===== src/rtl/jt5205_enc.sv =====
// rtl/jt5205_enc.sv - MSM5205-compatible 4-bit ADPCM encoder
// Mirrors the JT5205 decoder predictor/step state so every code decodes bit-exactly.
module jt5205_enc #(
    parameter logic signed [11:0] PRED_INIT = -12'sd2
) (
    input  logic        clk,
    input  logic        rst,
    input  logic        cen,
    input  logic [11:0] pcm_in,
    input  logic        pcm_valid,
    output logic        pcm_ready,
    output logic [3:0]  code,
    output logic        code_valid,
    output logic [11:0] recon,
    output logic [5:0]  step_idx
);

    typedef enum logic [2:0] {S_IDLE, S_Q2, S_Q1, S_Q0, S_UPD} state_t;

    state_t      state_q, state_d;
    logic [12:0] mag_q, mag_d;
    logic [10:0] d_q, d_d;
    logic        sign_q, sign_d;
    logic [2:0]  bits_q, bits_d;
    logic [11:0] recon_q, recon_d;
    logic [5:0]  idx_q, idx_d;
    logic [3:0]  code_q, code_d;
    logic        code_valid_q, code_valid_d;

    logic [13:0] diff;
    logic [10:0] dsh;
    logic        ge;
    logic [12:0] qn;
    logic [13:0] rsum;
    logic signed [7:0] inc;
    logic signed [7:0] nidx;

    function automatic logic [10:0] step_lut(input logic [5:0] i);
        case (i)
            6'd0:  step_lut = 11'd16;   6'd1:  step_lut = 11'd17;   6'd2:  step_lut = 11'd19;
            6'd3:  step_lut = 11'd21;   6'd4:  step_lut = 11'd23;   6'd5:  step_lut = 11'd25;
            6'd6:  step_lut = 11'd28;   6'd7:  step_lut = 11'd31;   6'd8:  step_lut = 11'd34;
            6'd9:  step_lut = 11'd37;   6'd10: step_lut = 11'd41;   6'd11: step_lut = 11'd45;
            6'd12: step_lut = 11'd50;   6'd13: step_lut = 11'd55;   6'd14: step_lut = 11'd60;
            6'd15: step_lut = 11'd66;   6'd16: step_lut = 11'd73;   6'd17: step_lut = 11'd80;
            6'd18: step_lut = 11'd88;   6'd19: step_lut = 11'd97;   6'd20: step_lut = 11'd107;
            6'd21: step_lut = 11'd118;  6'd22: step_lut = 11'd130;  6'd23: step_lut = 11'd143;
            6'd24: step_lut = 11'd157;  6'd25: step_lut = 11'd173;  6'd26: step_lut = 11'd190;
            6'd27: step_lut = 11'd209;  6'd28: step_lut = 11'd230;  6'd29: step_lut = 11'd253;
            6'd30: step_lut = 11'd279;  6'd31: step_lut = 11'd307;  6'd32: step_lut = 11'd337;
            6'd33: step_lut = 11'd371;  6'd34: step_lut = 11'd408;  6'd35: step_lut = 11'd449;
            6'd36: step_lut = 11'd494;  6'd37: step_lut = 11'd544;  6'd38: step_lut = 11'd598;
            6'd39: step_lut = 11'd658;  6'd40: step_lut = 11'd724;  6'd41: step_lut = 11'd796;
            6'd42: step_lut = 11'd876;  6'd43: step_lut = 11'd963;  6'd44: step_lut = 11'd1060;
            6'd45: step_lut = 11'd1166; 6'd46: step_lut = 11'd1282; 6'd47: step_lut = 11'd1411;
            default: step_lut = 11'd1552;
        endcase
    endfunction

    always_comb begin
        state_d      = state_q;
        mag_d        = mag_q;
        d_d          = d_q;
        sign_d       = sign_q;
        bits_d       = bits_q;
        recon_d      = recon_q;
        idx_d        = idx_q;
        code_d       = code_q;
        code_valid_d = 1'b0;

        diff = {{2{pcm_in[11]}}, pcm_in} - {{2{recon_q[11]}}, recon_q};

        // Successive approximation uses d, d/2, d/4 with truncation, like the decoder
        case (state_q)
            S_Q1:    dsh = d_q >> 1;
            S_Q0:    dsh = d_q >> 2;
            default: dsh = d_q;
        endcase
        ge = (mag_q >= {2'b00, dsh});

        qn = {5'b0, d_q[10:3]}
           + (bits_q[2] ? {2'b00, d_q}      : 13'd0)
           + (bits_q[1] ? {3'b000, d_q[10:1]} : 13'd0)
           + (bits_q[0] ? {4'b0000, d_q[10:2]} : 13'd0);
        rsum = sign_q ? ({{2{recon_q[11]}}, recon_q} - {1'b0, qn})
                      : ({{2{recon_q[11]}}, recon_q} + {1'b0, qn});

        if (bits_q[2]) begin
            case (bits_q[1:0])
                2'd0:    inc = 8'sd2;
                2'd1:    inc = 8'sd4;
                2'd2:    inc = 8'sd6;
                default: inc = 8'sd8;
            endcase
        end else begin
            inc = -8'sd1;
        end
        nidx = $signed({2'b00, idx_q}) + inc;

        case (state_q)
            S_IDLE: if (pcm_valid && cen) begin
                sign_d  = diff[13];
                mag_d   = diff[13] ? (~diff[12:0] + 13'd1) : diff[12:0];
                d_d     = step_lut(idx_q);
                bits_d  = 3'b000;
                state_d = S_Q2;
            end
            S_Q2: if (cen) begin
                bits_d[2] = ge;
                if (ge) mag_d = mag_q - {2'b00, dsh};
                state_d = S_Q1;
            end
            S_Q1: if (cen) begin
                bits_d[1] = ge;
                if (ge) mag_d = mag_q - {2'b00, dsh};
                state_d = S_Q0;
            end
            S_Q0: if (cen) begin
                bits_d[0] = ge;
                if (ge) mag_d = mag_q - {2'b00, dsh};
                state_d = S_UPD;
            end
            S_UPD: if (cen) begin
                if ($signed(rsum) > 14'sd2047)       recon_d = 12'h7FF;
                else if ($signed(rsum) < -14'sd2048) recon_d = 12'h800;
                else                                  recon_d = rsum[11:0];
                if (nidx < 8'sd0)       idx_d = 6'd0;
                else if (nidx > 8'sd48) idx_d = 6'd48;
                else                    idx_d = nidx[5:0];
                code_d       = {sign_q, bits_q};
                code_valid_d = 1'b1;
                state_d      = S_IDLE;
            end
            default: state_d = S_IDLE;
        endcase
    end

    always_ff @(posedge clk or posedge rst) begin
        if (rst) begin
            state_q      <= S_IDLE;
            mag_q        <= 13'd0;
            d_q          <= 11'd0;
            sign_q       <= 1'b0;
            bits_q       <= 3'b000;
            recon_q      <= PRED_INIT;
            idx_q        <= 6'd0;
            code_q       <= 4'd0;
            code_valid_q <= 1'b0;
        end else begin
            state_q      <= state_d;
            mag_q        <= mag_d;
            d_q          <= d_d;
            sign_q       <= sign_d;
            bits_q       <= bits_d;
            recon_q      <= recon_d;
            idx_q        <= idx_d;
            code_q       <= code_d;
            code_valid_q <= code_valid_d;
        end
    end

    assign pcm_ready  = (state_q == S_IDLE);
    assign code       = code_q;
    assign code_valid = code_valid_q;
    assign recon      = recon_q;
    assign step_idx   = idx_q;

endmodule

===== config.mk =====
export PLATFORM = sky130hd
export DESIGN_NAME = jt5205_enc
export DESIGN_NICKNAME = d
export VERILOG_FILES = /design/src/rtl/jt5205_enc.sv
export SDC_FILE = /design/constraint.sdc
export NUM_CORES = 1
export LEC_CHECK = 0
export BUFFER_PORTS_ARGS = -buffer_cell sky130_fd_sc_hd__buf_2
export CORE_MARGIN = 3
export CORE_UTILIZATION = 53
export CTS_BUF_LIST = sky130_fd_sc_hd__clkbuf_8
export DETAILED_ROUTE_END_ITERATION = 16
export PLACE_DENSITY = 0.8
export SLEW_MARGIN = 20
export SYNTH_ARGS = -nofsm -noshare
export SYNTH_HDL_FRONTEND = slang
export SYNTH_SLANG_ARGS = --single-unit

===== constraint.sdc =====
create_clock -name clk -period 6.25 [get_ports clk]
set_input_delay 0 -clock clk [delete_from_list [all_inputs] [get_ports clk]]
set_output_delay 0 -clock clk [all_outputs]
set_load 0.1 [all_outputs]

# After elaboration in Yosys (flattened, before gate mapping)

Memories as Yosys holds them, arrays and structs flattened. A register that Yosys moved wholly into a read port is not among the register bits.
Cells that the tools add are included.

Register bits: 43
ROM bits: 704
Output and inout port bits: 24
Word-level logic and storage cells: 83
Memories: 1

Memory list:

| name            | depth | bits a word | read ports | clocked after Yosys merged registers in | wr ports | RTL line | RTL |
|---|---|---|---|---|---|---|---|
| (no name shown) | 64    | 11          | 1          | 1                                       | 0        | 39       | `case (i)` |

$add $sub $neg: 9
Order comparisons: 5
Equality and inequality tests: 13
Multiplexer cells: 29
Bitwise gates (word level): 1
Reduce and logical (&&, ||, !) cells: 15

Operators with widths:

| operator              | count |
|---|---|
| $mux 13               | 4 |
| $pmux 13 s2           | 1 |
| $mux 12               | 2 |
| $pmux 11 s2           | 1 |
| $mux 3                | 6 |
| $pmux 3 s5            | 1 |
| $add 14x13->14        | 1 |
| $gt 14x12->1 const B  | 1 |
| $lt 14x12->1 const B  | 1 |
| $mux 14               | 1 |
| $sub 14x13->14        | 1 |
| $add 12x10->13        | 1 |
| $add 13x1->13 const B | 1 |
| $add 13x9->13         | 1 |
| $ge 13x11->1          | 1 |
| $not 13->13           | 1 |
| $sub 12x12->13        | 1 |
| $sub 13x11->13        | 1 |
| $add 8x11->12         | 1 |
| $mux 6                | 2 |
| $pmux 4 s3            | 1 |
| $mux 11               | 1 |
| $mux 10               | 1 |
| $mux 9                | 1 |
| 22 further kinds      | 38 |

# Logic depth before layout (Yosys ltp)

Gate-level depths: netlist (run 1).

Word-level depth: 9
Depth in mapped cells: 25

# Worst setup path before layout (run 1)

Ideal clock, no wire load.

Kind: register to register
Start: register bits_q[2]
End: register recon_q[3], in the netlist recon[3]
Library setup time: 0.083 ns
Arrival time: 5.915 ns
Data required time: 6.167 ns
Setup slack: 0.252 ns
Stages on the path, launching flop included: 25
Clock period less this slack: 5.998 ns
Cells stage by stage: dfrtp_1 -> clkbuf_1 -> clkbuf_1 -> nand2_1 -> fa_1 -> fa_1 -> inv_1 -> ha_1 -> fa_1 -> xor2_1 -> or3b_2 -> nor3_1 -> nor2_1 -> xnor2_1 -> ha_1 -> or2_2 -> a21oi_1 -> a21oi_1 -> a21oi_1 -> o21a_1 -> xnor3_2 -> a21oi_2 -> nor2_2 -> buf_6 -> a221o_1

Cells in the longest elaborated chain, start to end: 9

Ends and longest elaborated chain:

| what                                             | RTL line | RTL |
|---|---|---|
| start: declaration                               | 24       | `logic [2:0] bits_q, bits_d;` |
| start signal: assignment                         | 154      | `bits_q <= bits_d;` |
| $mux 11 *                                        | 82       | `+ (bits_q[2] ? {2'b00, d_q} : 13'd0)` |
| $add 8x11->12 *                                  | 82       |  |
| $add 12x10->13 *                                 | 83       | `+ (bits_q[1] ? {3'b000, d_q[10:1]} : 13'd0)` |
| $add 13x9->13 *                                  | 84       | `+ (bits_q[0] ? {4'b0000, d_q[10:2]} : 13'd0);` |
| $add 14x13->14 or $sub 14x13->14 (tied branches) | 86, 85   |  |
| $mux 14 *                                        | 85       | `rsum = sign_q ? ({{2{recon_q[11]}}, recon_q} - {1'b0, qn})` |
| $lt 14x12->1                                     | 125      | `else if ($signed(rsum) < -14'sd2048) recon_d = 12'h800;` |
| $mux 12                                          | 125      |  |
| $mux 12 *                                        | 124      | `if ($signed(rsum) > 14'sd2047) recon_d = 12'h7FF;` |
| end signal: assignment                           | 155      | `recon_q <= recon_d;` |
| end: declaration                                 | 25       | `logic [11:0] recon_q, recon_d;` |

Every way passes the cells marked *; elsewhere a longest branch is shown, timed or not.
A chain may end at the register's enable or synchronous reset.

# Worst setup path in the final report (run 1)

Start: register d_q[4]
End: register recon_q[10], in the netlist recon[10]

Cells in the longest elaborated chain, start to end: 9

Ends and longest elaborated chain:

| what                                             | RTL line | RTL |
|---|---|---|
| start: declaration                               | 22       | `logic [10:0] d_q, d_d;` |
| $mux 11                                          | 82       |  |
| $add 8x11->12                                    | 82       |  |
| $add 12x10->13                                   | 83       |  |
| $add 13x9->13 *                                  | 84       |  |
| $add 14x13->14 or $sub 14x13->14 (tied branches) | 86, 85   |  |
| $mux 14 *                                        | 85       |  |
| $lt 14x12->1                                     | 125      |  |
| $mux 12                                          | 125      |  |
| $mux 12 *                                        | 124      |  |

Marks and branches as above.

==> flow_metrics.py, run 1 <==
metrics = {
    "setup_path": {
        "crit_path_end_kind": "flop",
        "crit_path_max_fanout": 11,
        "r2r_cells": 21,
        "start_kind": "flop",
        "ff2ff_setup_slack_ns": 0.46,
        "arrival_ns": 6.06,
        "critPathLaunch": "d_q[4]",
        "critPathKind": "reg -> reg",
        "r2r-start": "d_q[4]",
        "reg2reg_to": "recon[10]",
        "required_ns": 6.52,
    },
    "placement": {
        "dp_hpwl_mm": 11.8,
        "place_area_sq_mm": 0.00713,
        "port_buffers": 39,
        "place.gp.congestion": 0.868,
        "place_ws_ns": 0.381,
    },
    "sta": {
        "hold_viol": 0,
        "worst_pin_slew_ns": 0.888,
        "report.final.slew_viol_count": 0,
        "clock_skew_ns": 0.0111,
        "fin_crit_sh": 0.927,
        "final.min_clock_period_ns": 5.79,
        "rsz0062_at_grt": "no",
        "setup_viol": 0,
        "maxSlewHeadroom": 0.406,
        "finalSetupTns_ns": 0,
        "worst_slack_ns": 0.456,
        "max_freq_mhz": 173,
    },
    "route": {
        "vias": 6061,
        "avgViaCountPerCell": 5.79,
        "drt-initial-drc-count": 470,
        "ant_nets": 0,
        "wl_per_cell_um": 14.6,
        "first_pass_iters": 5,
        "drt-total-wl_mm": 15.3,
        "drc_errors": 0,
    },
    "synthesis": {
        "synth-edff-count": 0,
        "yosys_most_used_dff": "dfrtp_1",
        "ys_types": 90,
        "async_flop_share": 1.00,
        "synth-seq-cells": 54,
        "syn_area_per_cell_sq_um": 7.97,
        "yosysWarningCount": 0,
        "yosysSeqAreaShare": 0.200,
        "syn-num-nets": 962,
        "synthesis.area_sq_mm": 0.00684,
        "synth_cells": 858,
    },
    "die": {
        "die_y_um": 120,
        "num_rows": 40,
        "core_area_sq_mm": 0.0123,
        "start_util": 0.556,
        "pin_count": 40,
        "die_w_um": 120,
        "die_area_sq_mm": 0.0143,
    },
    "outcome": {
        "outcome": "complete, no violations",
    },
    "worst_hold_path": {
        "worstHoldPathType": "in -> reg",
        "whs_endpoint": "state_q[0]",
        "holdPathStages": 3,
        "hold_path_startpoint": "pcm_valid",
    },
    "global_route": {
        "first_global_vias": 5425,
        "grt_pass1_wl_mm": 25.3,
        "grt_max_degree": 55,
        "grt_overflow_total": 0,
        "grt_antenna_before_repair": 0,
        "grtUsageTotal": 0.211,
    },
    "clock_network": {
        "h-tree-depth": 2,
        "cts_tree": "yes",
        "max-clock-path-buffers": 2,
        "cts_root_buffer": "clkbuf_8",
        "clkTransAtPathRegs_ns": 0.10,
        "insertion_delay_ns": 0.33,
        "cts_buffers": 5,
        "clock-sinks": 54,
    },
    "final_layout": {
        "nets": 982,
        "antenna-diode-count": 0,
        "area_growth_pct": 6.26,
        "final_cell_mix": "90 x nor2_1, 81 x nand2_1, 76 x inv_1, 71 x a21oi_1, 67 x ha_1",
        "final_common_cell": "nor2_1",
        "stdcell_area_sq_mm": 0.00727,
        "nFillCells": 1115,
        "drive_above_1_share": 0.117,
    },
    "job": {
        "timing.max_cap.violations": 0,
    },
}
## worst max path at each step
stage | endpoint | cells after the start
5_1_grt | recon[10] | 21
2_1_floorplan | recon[3] | 24
3_5_place_dp | recon[2] | 20
4_1_cts | recon[2] | 20
3_3_place_gp | recon[10] | 20
6_report | recon[10] | 21
## layer usage
layer	global-route usage	part of all wire
met5	0	0
met4	0.0422	0.0069
met3	0.0311	0.046
met2	0.352	0.48
met1	0.292	0.47
## stage by stage
stage	instances	hold slack [ns]	utilization
after detailed placement	1037	0.238	0.579
after global placement	1037	0.226	0.579
after global routing	1047	0.0118	0.590
after CTS	1047	0.000971	0.589
final	1047	0.0223	0.590
after floorplan	858	0.155	-
## what timing repair did
action | CTS | global route
resized for setup | 0 | 3
hold buffers | 2 | 0
setup buffers | 0 | 0
endpoints found under the setup margin | 0 | 11
hold endpoints to repair | 45 | 0
## flip-flops by register name, indices dropped and copies added (netlist names)
name	count
mag_q	13
recon	12
d_q	11
step_idx	6
code	4
bits_q	3
state_q	3
code_valid	1
sign_q	1
## area by class of cell
cell class                 instances  area [sq um]  area share
inverter                          77           289      0.0398
clock inverter                     3          41.3     0.00568
tap                              168           210      0.0289
clock buffer                       5          68.8     0.00947
timing repair buffer              49           275      0.0379
sequential                        54          1370       0.188
multi-input combinational        691          5020       0.690
## kinds of logic (layout without fill, tap and decap cells)
group,after synthesis,count (layout),synth area share
and+or+nand+nor,266,266,0.185
xor gates and xnor gates,58,58,0.0792
DFF,54,54,0.200
AOI/OAI and AO/OA,261,261,0.257
buffers and inverters,113,134,0.0684
muxes,18,18,0.0267
adders and majority gates,88,88,0.184
## cell usage after synthesis (4+ instances only)
master    number  share of area
nor2_1        90          0.049
nand2_1       81          0.044
inv_1         76          0.042
a21oi_1       71          0.052
ha_1          67           0.12
o21ai_0       61          0.045
dfrtp_1       43           0.16
xnor2_1       37          0.047
clkbuf_1      27          0.015
fa_1          21          0.061
nor3_1        20          0.015
xor2_1        19          0.024
mux2i_1       16          0.023
a21o_1        13          0.014
a31oi_1       11          0.010
dfstp_2       11          0.042
nand3_1       11         0.0080
nor2b_1       11          0.010
nand2b_1      10         0.0091
o21a_1        10          0.011
a211oi_1       9         0.0099
a221o_1        8          0.012
o21bai_1       7         0.0077
a21boi_0       5         0.0055
and3_1         5         0.0046
o22ai_1        5         0.0046
o31ai_1        5         0.0055
or3_1          5         0.0046
a31o_2         4         0.0051
o211ai_1       4         0.0044
or2_2          4         0.0037
## critical path, cell delays in order (launching register included)
cell and delay [ns]:
dfrtp_1 0.50, inv_1 0.10, fa_1 0.51, fa_1 0.54, inv_1 0.04, ha_1 0.25, fa_1 0.47, xor2_1 0.21
or3b_2 0.50, nor3_1 0.25, nor2_1 0.08, xnor2_1 0.14, ha_1 0.30, or2_2 0.28, a21oi_1 0.14, a21oi_1 0.08
a21oi_1 0.17, o21a_1 0.18, xnor3_2 0.37, a21oi_2 0.17, nor2_4 0.09, a221o_2 0.34
Power of run 1 is left out: the tool's default activity adds up to more than one toggle a clock period on the data nets, which glitch-free logic cannot reach.
==> run 2, diff against run 1 <==
--- a/config.mk
+++ b/config.mk
@@ -10,7 +10,7 @@
 export CORE_UTILIZATION = 53
 export CTS_BUF_LIST = sky130_fd_sc_hd__clkbuf_8
 export DETAILED_ROUTE_END_ITERATION = 16
-export PLACE_DENSITY = 0.8
+export PLACE_DENSITY = 0.82
 export SLEW_MARGIN = 20
 export SYNTH_ARGS = -nofsm -noshare
 export SYNTH_HDL_FRONTEND = slang
==> run 2 against run 1 <==
Sequential share of layout area is 0.059 points higher. First-iteration DRC count rose by 4.5%. Hold slack improved by 0.012 ns. Non-clock buffer count decreased by 1. Cell count is essentially flat. Register-to-register slack got worse by 0.08 ns. Cell area shrank 0.22%. Fmax decreased by 1.4%. Routed wire length up 3.0%. Critical path depth down 1. Via count rose by 1.7%. Worst setup slack worse by 0.083 ns. Largest cell class unchanged.
==> flow_metrics.py, run 2 (synthesis results as in run 1) <==
metrics = {
    "outcome": {
        "outcome": "complete, no violations",
    },
    "route": {
        "first_pass_iters": 5,
        "dr_wl_met3_um": 512,
        "top_layer": "met4",
        "wl_met2_mm": 7.61,
        "drt-initial-drc-count": 491,
        "wl_per_cell_um": 15.0,
        "ant_nets": 0,
        "drt-met1-wl_mm": 7.39,
        "drt-total-wl_mm": 15.7,
        "vias": 6162,
        "avgViaCountPerCell": 5.89,
        "drc_errors": 0,
    },
    "final_layout": {
        "final_common_cell": "nor2_1",
        "nets": 981,
        "nFillCells": 1132,
        "seq_area_sq_mm": 0.00137,
        "drive_above_1_share": 0.116,
        "top_register": "mag_q",
        "final_cell_mix": "90 x nor2_1, 81 x nand2_1, 76 x inv_1, 71 x a21oi_1, 67 x ha_1",
        "area_growth_pct": 6.02,
        "multi_input_area_sq_mm": 0.00501,
        "largest_register_ffs": 13,
        "antenna-diode-count": 0,
    },
    "sta": {
        "fin_crit_sh": 0.940,
        "clock_skew_ns": 0.0119,
        "report.final.slew_viol_count": 0,
        "hold_ws_ns": 0.0347,
        "maxSlewHeadroom": 0.237,
        "final.min_clock_period_ns": 5.88,
        "setup_viol": 0,
        "finalSetupTns_ns": 0,
        "rsz0062_at_grt": "no",
        "worst_pin_slew_ns": 1.14,
        "max_freq_mhz": 170,
        "hold_viol": 0,
    },
    "setup_path": {
        "endpoint": "recon[6]",
        "crit_path_end_kind": "flop",
        "arrival_ns": 6.16,
        "critPathLaunch": "bits_q[1]",
        "critPathKind": "reg -> reg",
        "crit_path_max_fanout": 12,
        "required_ns": 6.53,
        "reg2reg_to": "recon[6]",
        "ff2ff_setup_slack_ns": 0.37,
        "r2r-start": "bits_q[1]",
        "start_kind": "flop",
        "r2r_cells": 20,
    },
    "die": {
        "core_area_sq_mm": 0.0123,
        "pin_count": 40,
        "die_area_sq_mm": 0.0143,
        "start_util": 0.556,
        "die_w_um": 120,
        "die_y_um": 120,
        "num_rows": 40,
    },
    "placement": {
        "dp_hpwl_mm": 12.0,
        "port_buffers": 39,
        "place.gp.congestion": 0.899,
    },
    "clock_network": {
        "cts_root_buffer": "clkbuf_8",
        "clock-sinks": 54,
        "insertion_delay_ns": 0.34,
        "cts_buffers": 5,
        "h-tree-depth": 2,
        "cts_tree": "yes",
        "post_cts_buffers": 0,
        "max-clock-path-buffers": 2,
        "clkTransAtPathRegs_ns": 0.10,
    },
    "job": {
        "timing.max_cap.violations": 0,
    },
    "global_route": {
        "grt_pass1_wl_mm": 25.8,
        "grt_overflow_total": 0,
        "first_global_vias": 5562,
        "grtUsageTotal": 0.216,
        "grt_antenna_before_repair": 0,
        "grt_max_degree": 55,
    },
    "worst_hold_path": {
        "worstHoldPathType": "in -> reg",
    },
}
[run 2: area by class of cell]
cell class                 instances  share of cell area
clock buffer                       5             0.00949
tap                              168              0.0290
sequential                        54               0.189
timing repair buffer              48              0.0369
clock inverter                     3             0.00569
inverter                          77              0.0399
multi-input combinational        691               0.690
[run 2: layer usage]
| metal | track usage | vias to the layer above |
|---|---|---|
| met3 | 0.0226 | 17 |
| li1 | - | 3075 |
| met1 | 0.294 | 2943 |
| met5 | 0 | - |
| met2 | 0.366 | 127 |
| met4 | 0.0623 | 0 |
[run 2: stage by stage]
step                      std cells   util  area [sq um]  setup slack (ns)
after floorplan                 858      -          6840             0.252
after global placement         1036  0.578          7120             0.479
final                          1046  0.589          7250             0.373
after global routing           1046  0.589          7250            0.0209
after detailed placement       1036  0.578          7120             0.305
after CTS                      1046  0.589          7250             0.279
[run 2: worst min-delay path by stage]
stage               from         end  slack [ns]  cells after the start
2_1_floorplan        cen  state_q[2]        0.16                      2
3_3_place_gp         rst    mag_q[4]        0.23                      3
3_5_place_dp         rst    mag_q[4]        0.24                      3
4_1_cts        pcm_valid  state_q[0]        0.01                      3
5_1_grt        pcm_valid  state_q[0]        0.06                      3
6_report       pcm_valid  state_q[0]        0.03                      3
[run 2: worst max-delay path, stage by stage (launching register included)]
cell	delay [ns]
dfrtp_2	0.50
nand2_1	0.11
fa_1	0.49
fa_1	0.55
inv_1	0.05
ha_1	0.26
fa_1	0.49
xor2_1	0.22
or3b_2	0.49
nor3_1	0.25
buf_4	0.17
a21oi_1	0.08
xnor2_1	0.15
ha_1	0.36
and3_1	0.21
a2111o_1	0.39
a21oi_1	0.18
xnor2_1	0.20
a21oi_2	0.10
nor2_2	0.35
a221o_1	0.23
[run 2: what timing repair did]
item	in CTS	in global routing
gates resized for setup	0	2
hold buffers	2	0
endpoints found under the setup margin	0	11
endpoints found under the hold margin	45	0
Power of run 2 is left out for the same reason.
==> run 3, diff against run 2 <==
--- a/config.mk
+++ b/config.mk
@@ -5,6 +5,7 @@
 export SDC_FILE = /design/constraint.sdc
 export NUM_CORES = 1
 export LEC_CHECK = 0
+export ABC_AREA = 1
 export BUFFER_PORTS_ARGS = -buffer_cell sky130_fd_sc_hd__buf_2
 export CORE_MARGIN = 3
 export CORE_UTILIZATION = 53
==> run 3 against run 2 <==
Register-to-register slack better by 0.23 ns. Synthesized cell count increased by 24%. Die area is 2.0% higher. Hold slack better by 0.060 ns. Critical path type unchanged. Largest cell class unchanged. Highest routed layer unchanged.
==> flow_metrics.py, run 3 <==
metrics = {
    "final_layout": {
        "final_common_cell": "nand2_1",
        "nFillCells": 1224,
        "final_cell_mix": "263 x nand2_1, 176 x inv_1, 80 x nor2_1, 72 x nand3_1, 69 x a21oi_1",
        "largest_register_ffs": 13,
        "nets": 1198,
        "fin_cells": 1267,
        "drive_above_1_share": 0.0950,
        "top_register": "mag_q",
        "area_growth_pct": 6.23,
        "antenna-diode-count": 0,
    },
    "die": {
        "core_area_sq_mm": 0.0128,
        "num_rows": 41,
        "die_y_um": 121,
        "die_w_um": 121,
        "die_area_sq_mm": 0.0146,
        "pin_count": 40,
        "start_util": 0.547,
    },
    "setup_path": {
        "required_ns": 6.49,
        "cp_slowest_cell": "dfrtp_1",
        "r2r_cells": 29,
        "cp.depth": 29,
        "path_delay_family": "adder cells",
        "crit_path_end_kind": "flop",
        "crit_path_max_fanout": 14,
        "arrival_ns": 5.88,
        "crit_path_frequent_cell": "nand2_1",
        "critPathKind": "reg -> reg",
        "cpPeakStageDelay_ns": 0.61,
        "worst-path-buf-inv": 4,
        "start_kind": "flop",
    },
    "clock_network": {
        "clkTransAtPathRegs_ns": 0.11,
        "cts_buffers": 5,
        "post_cts_buffers": 0,
        "max-clock-path-buffers": 2,
        "cts_root_buffer": "clkbuf_8",
        "cts_tree": "yes",
        "insertion_delay_ns": 0.34,
        "h-tree-depth": 2,
        "clock-sinks": 54,
    },
    "sta": {
        "maxSlewHeadroom": 0.482,
        "fin_crit_sh": 0.903,
        "max_freq_mhz": 177,
        "clock_skew_ns": 0.0144,
        "final.min_clock_period_ns": 5.64,
        "rsz0062_at_grt": "no",
        "hold_viol": 0,
        "finalSetupTns_ns": 0,
        "worst_pin_slew_ns": 0.777,
        "setup_viol": 0,
        "report.final.slew_viol_count": 0,
    },
    "placement": {
        "dp_cells": 1257,
        "dp_hpwl_mm": 13.3,
        "place.gp.congestion": 0.944,
        "port_buffers": 39,
    },
    "job": {
        "timing.max_cap.violations": 0,
    },
    "global_route": {
        "first_global_vias": 6288,
        "grt_pass1_wl_mm": 28.5,
        "grt_antenna_before_repair": 0,
        "grt_overflow_total": 0,
        "grtUsageTotal": 0.234,
        "grt_max_degree": 30,
    },
    "route": {
        "first_pass_iters": 5,
        "vias": 6834,
        "drt-initial-drc-count": 609,
        "wl_per_cell_um": 13.0,
        "ant_nets": 0,
        "drc_errors": 0,
        "avgViaCountPerCell": 5.39,
        "drt-total-wl_mm": 16.5,
    },
    "worst_hold_path": {
        "holdPathStages": 3,
        "worstHoldPathType": "in -> reg",
    },
    "synthesis": {
        "synth-edff-count": 0,
        "synth_top_area_share": 0.154,
        "synthesis.area_sq_mm": 0.00698,
        "synth-seq-cells": 54,
        "yosysMostFrequentCell": "nand2_1",
        "yosys_most_used_dff": "dfrtp_1",
        "yosysSeqAreaShare": 0.195,
        "ys_types": 48,
        "async_flop_share": 1.00,
        "synth_cells": 1067,
        "synth_area_leader_cell": "dfrtp_1",
        "netlist_top_cells_area": "dfrtp_1 15%, nand2_1 14%, ha_1 12%",
        "yosysWarningCount": 0,
        "syn-num-nets": 1171,
        "netlist_top_cells_count": "263 x nand2_1, 176 x inv_1, 80 x nor2_1, 72 x nand3_1, 69 x a21oi_1",
        "syn_area_per_cell_sq_um": 6.55,
    },
    "outcome": {
        "outcome": "complete, no violations",
    },
}
==> run 3: changes by cell type after synthesis, sizes merged, moves of 11 or more <==
| cell | delta |
|---|---|
| o22ai | +11 |
| nand3 | +66 |
| inv | +103 |
| xnor2 | -27 |
| nand2 | +201 |
| nor2b | -11 |
| mux2i | -16 |
| nor3 | -11 |
==> run 3: final cells by class <==
class,count,area [sq um],area share
clock inverter,3,21.3,0.00287
sequential,54,1370,0.184
inverter,184,691,0.0931
tap,172,215,0.0290
multi-input combinational,805,4820,0.650
clock buffer,5,68.8,0.00927
timing repair buffer,44,238,0.0320
==> run 3: path summary, 6_finish.rpt <==
path | start | to | slack [ns]
hold / removal | pcm_valid | bits_q[2] | 0.1
max in group asynchronous | rst | d_q[5] | 5.20
setup reg to reg | bits_q[2] | recon[0] | 0.61
min in group asynchronous | rst | mag_q[11] | 0.26
hold reg to reg | code[2] | code[2] | 0.49
setup / recovery | bits_q[2] | recon[0] | 0.61
==> run 3: timing repair <==
| item | CTS | global route |
|---|---|---|
| resized for setup | 0 | 0 |
| endpoints found under the setup margin | 0 | 0 |
| endpoints found under the hold margin | 15 | 0 |
| hold buffers | 2 | 0 |
==> run 3: tightest hold or removal path, delay by kind of cell <==
family          cells  cell delay, ns
buf+inv             1            0.10
compound gates      2            0.28
==> run 3: kinds of logic (layout without fill, tap and decap cells) <==
group | Yosys count | after routing | synth area share
compound gates | 202 | 202 | 0.166
simple gates | 475 | 475 | 0.294
flops | 54 | 54 | 0.195
buf+inv | 208 | 236 | 0.114
xor+xnor | 40 | 40 | 0.0502
fa+ha+maj | 88 | 88 | 0.180
==> run 3: through the flow <==
stage / cell area [sq um] / util / worst slack [ns] / hold slack, ns
2_1_floorplan: 6980 / - / 1.07 / 0.109
3_3_place_gp: 7310 / 0.572 / 0.897 / 0.0593
3_5_place_dp: 7310 / 0.572 / 0.617 / 0.0643
4_1_cts: 7420 / 0.581 / 0.586 / 0.0769
5_1_grt: 7420 / 0.581 / 0.0434 / 0.105
6_report: 7420 / 0.581 / 0.608 / 0.0951
==> run 3: routing by layer <==
metal,GRT usage,vias up,wire (um)
met4,0.0843,0,479
met1,0.305,3075,7510
li1,-,3509,-
met3,0.0262,39,816
met2,0.400,211,7670
met5,0,-,0
Power of run 3 is left out for the same reason.
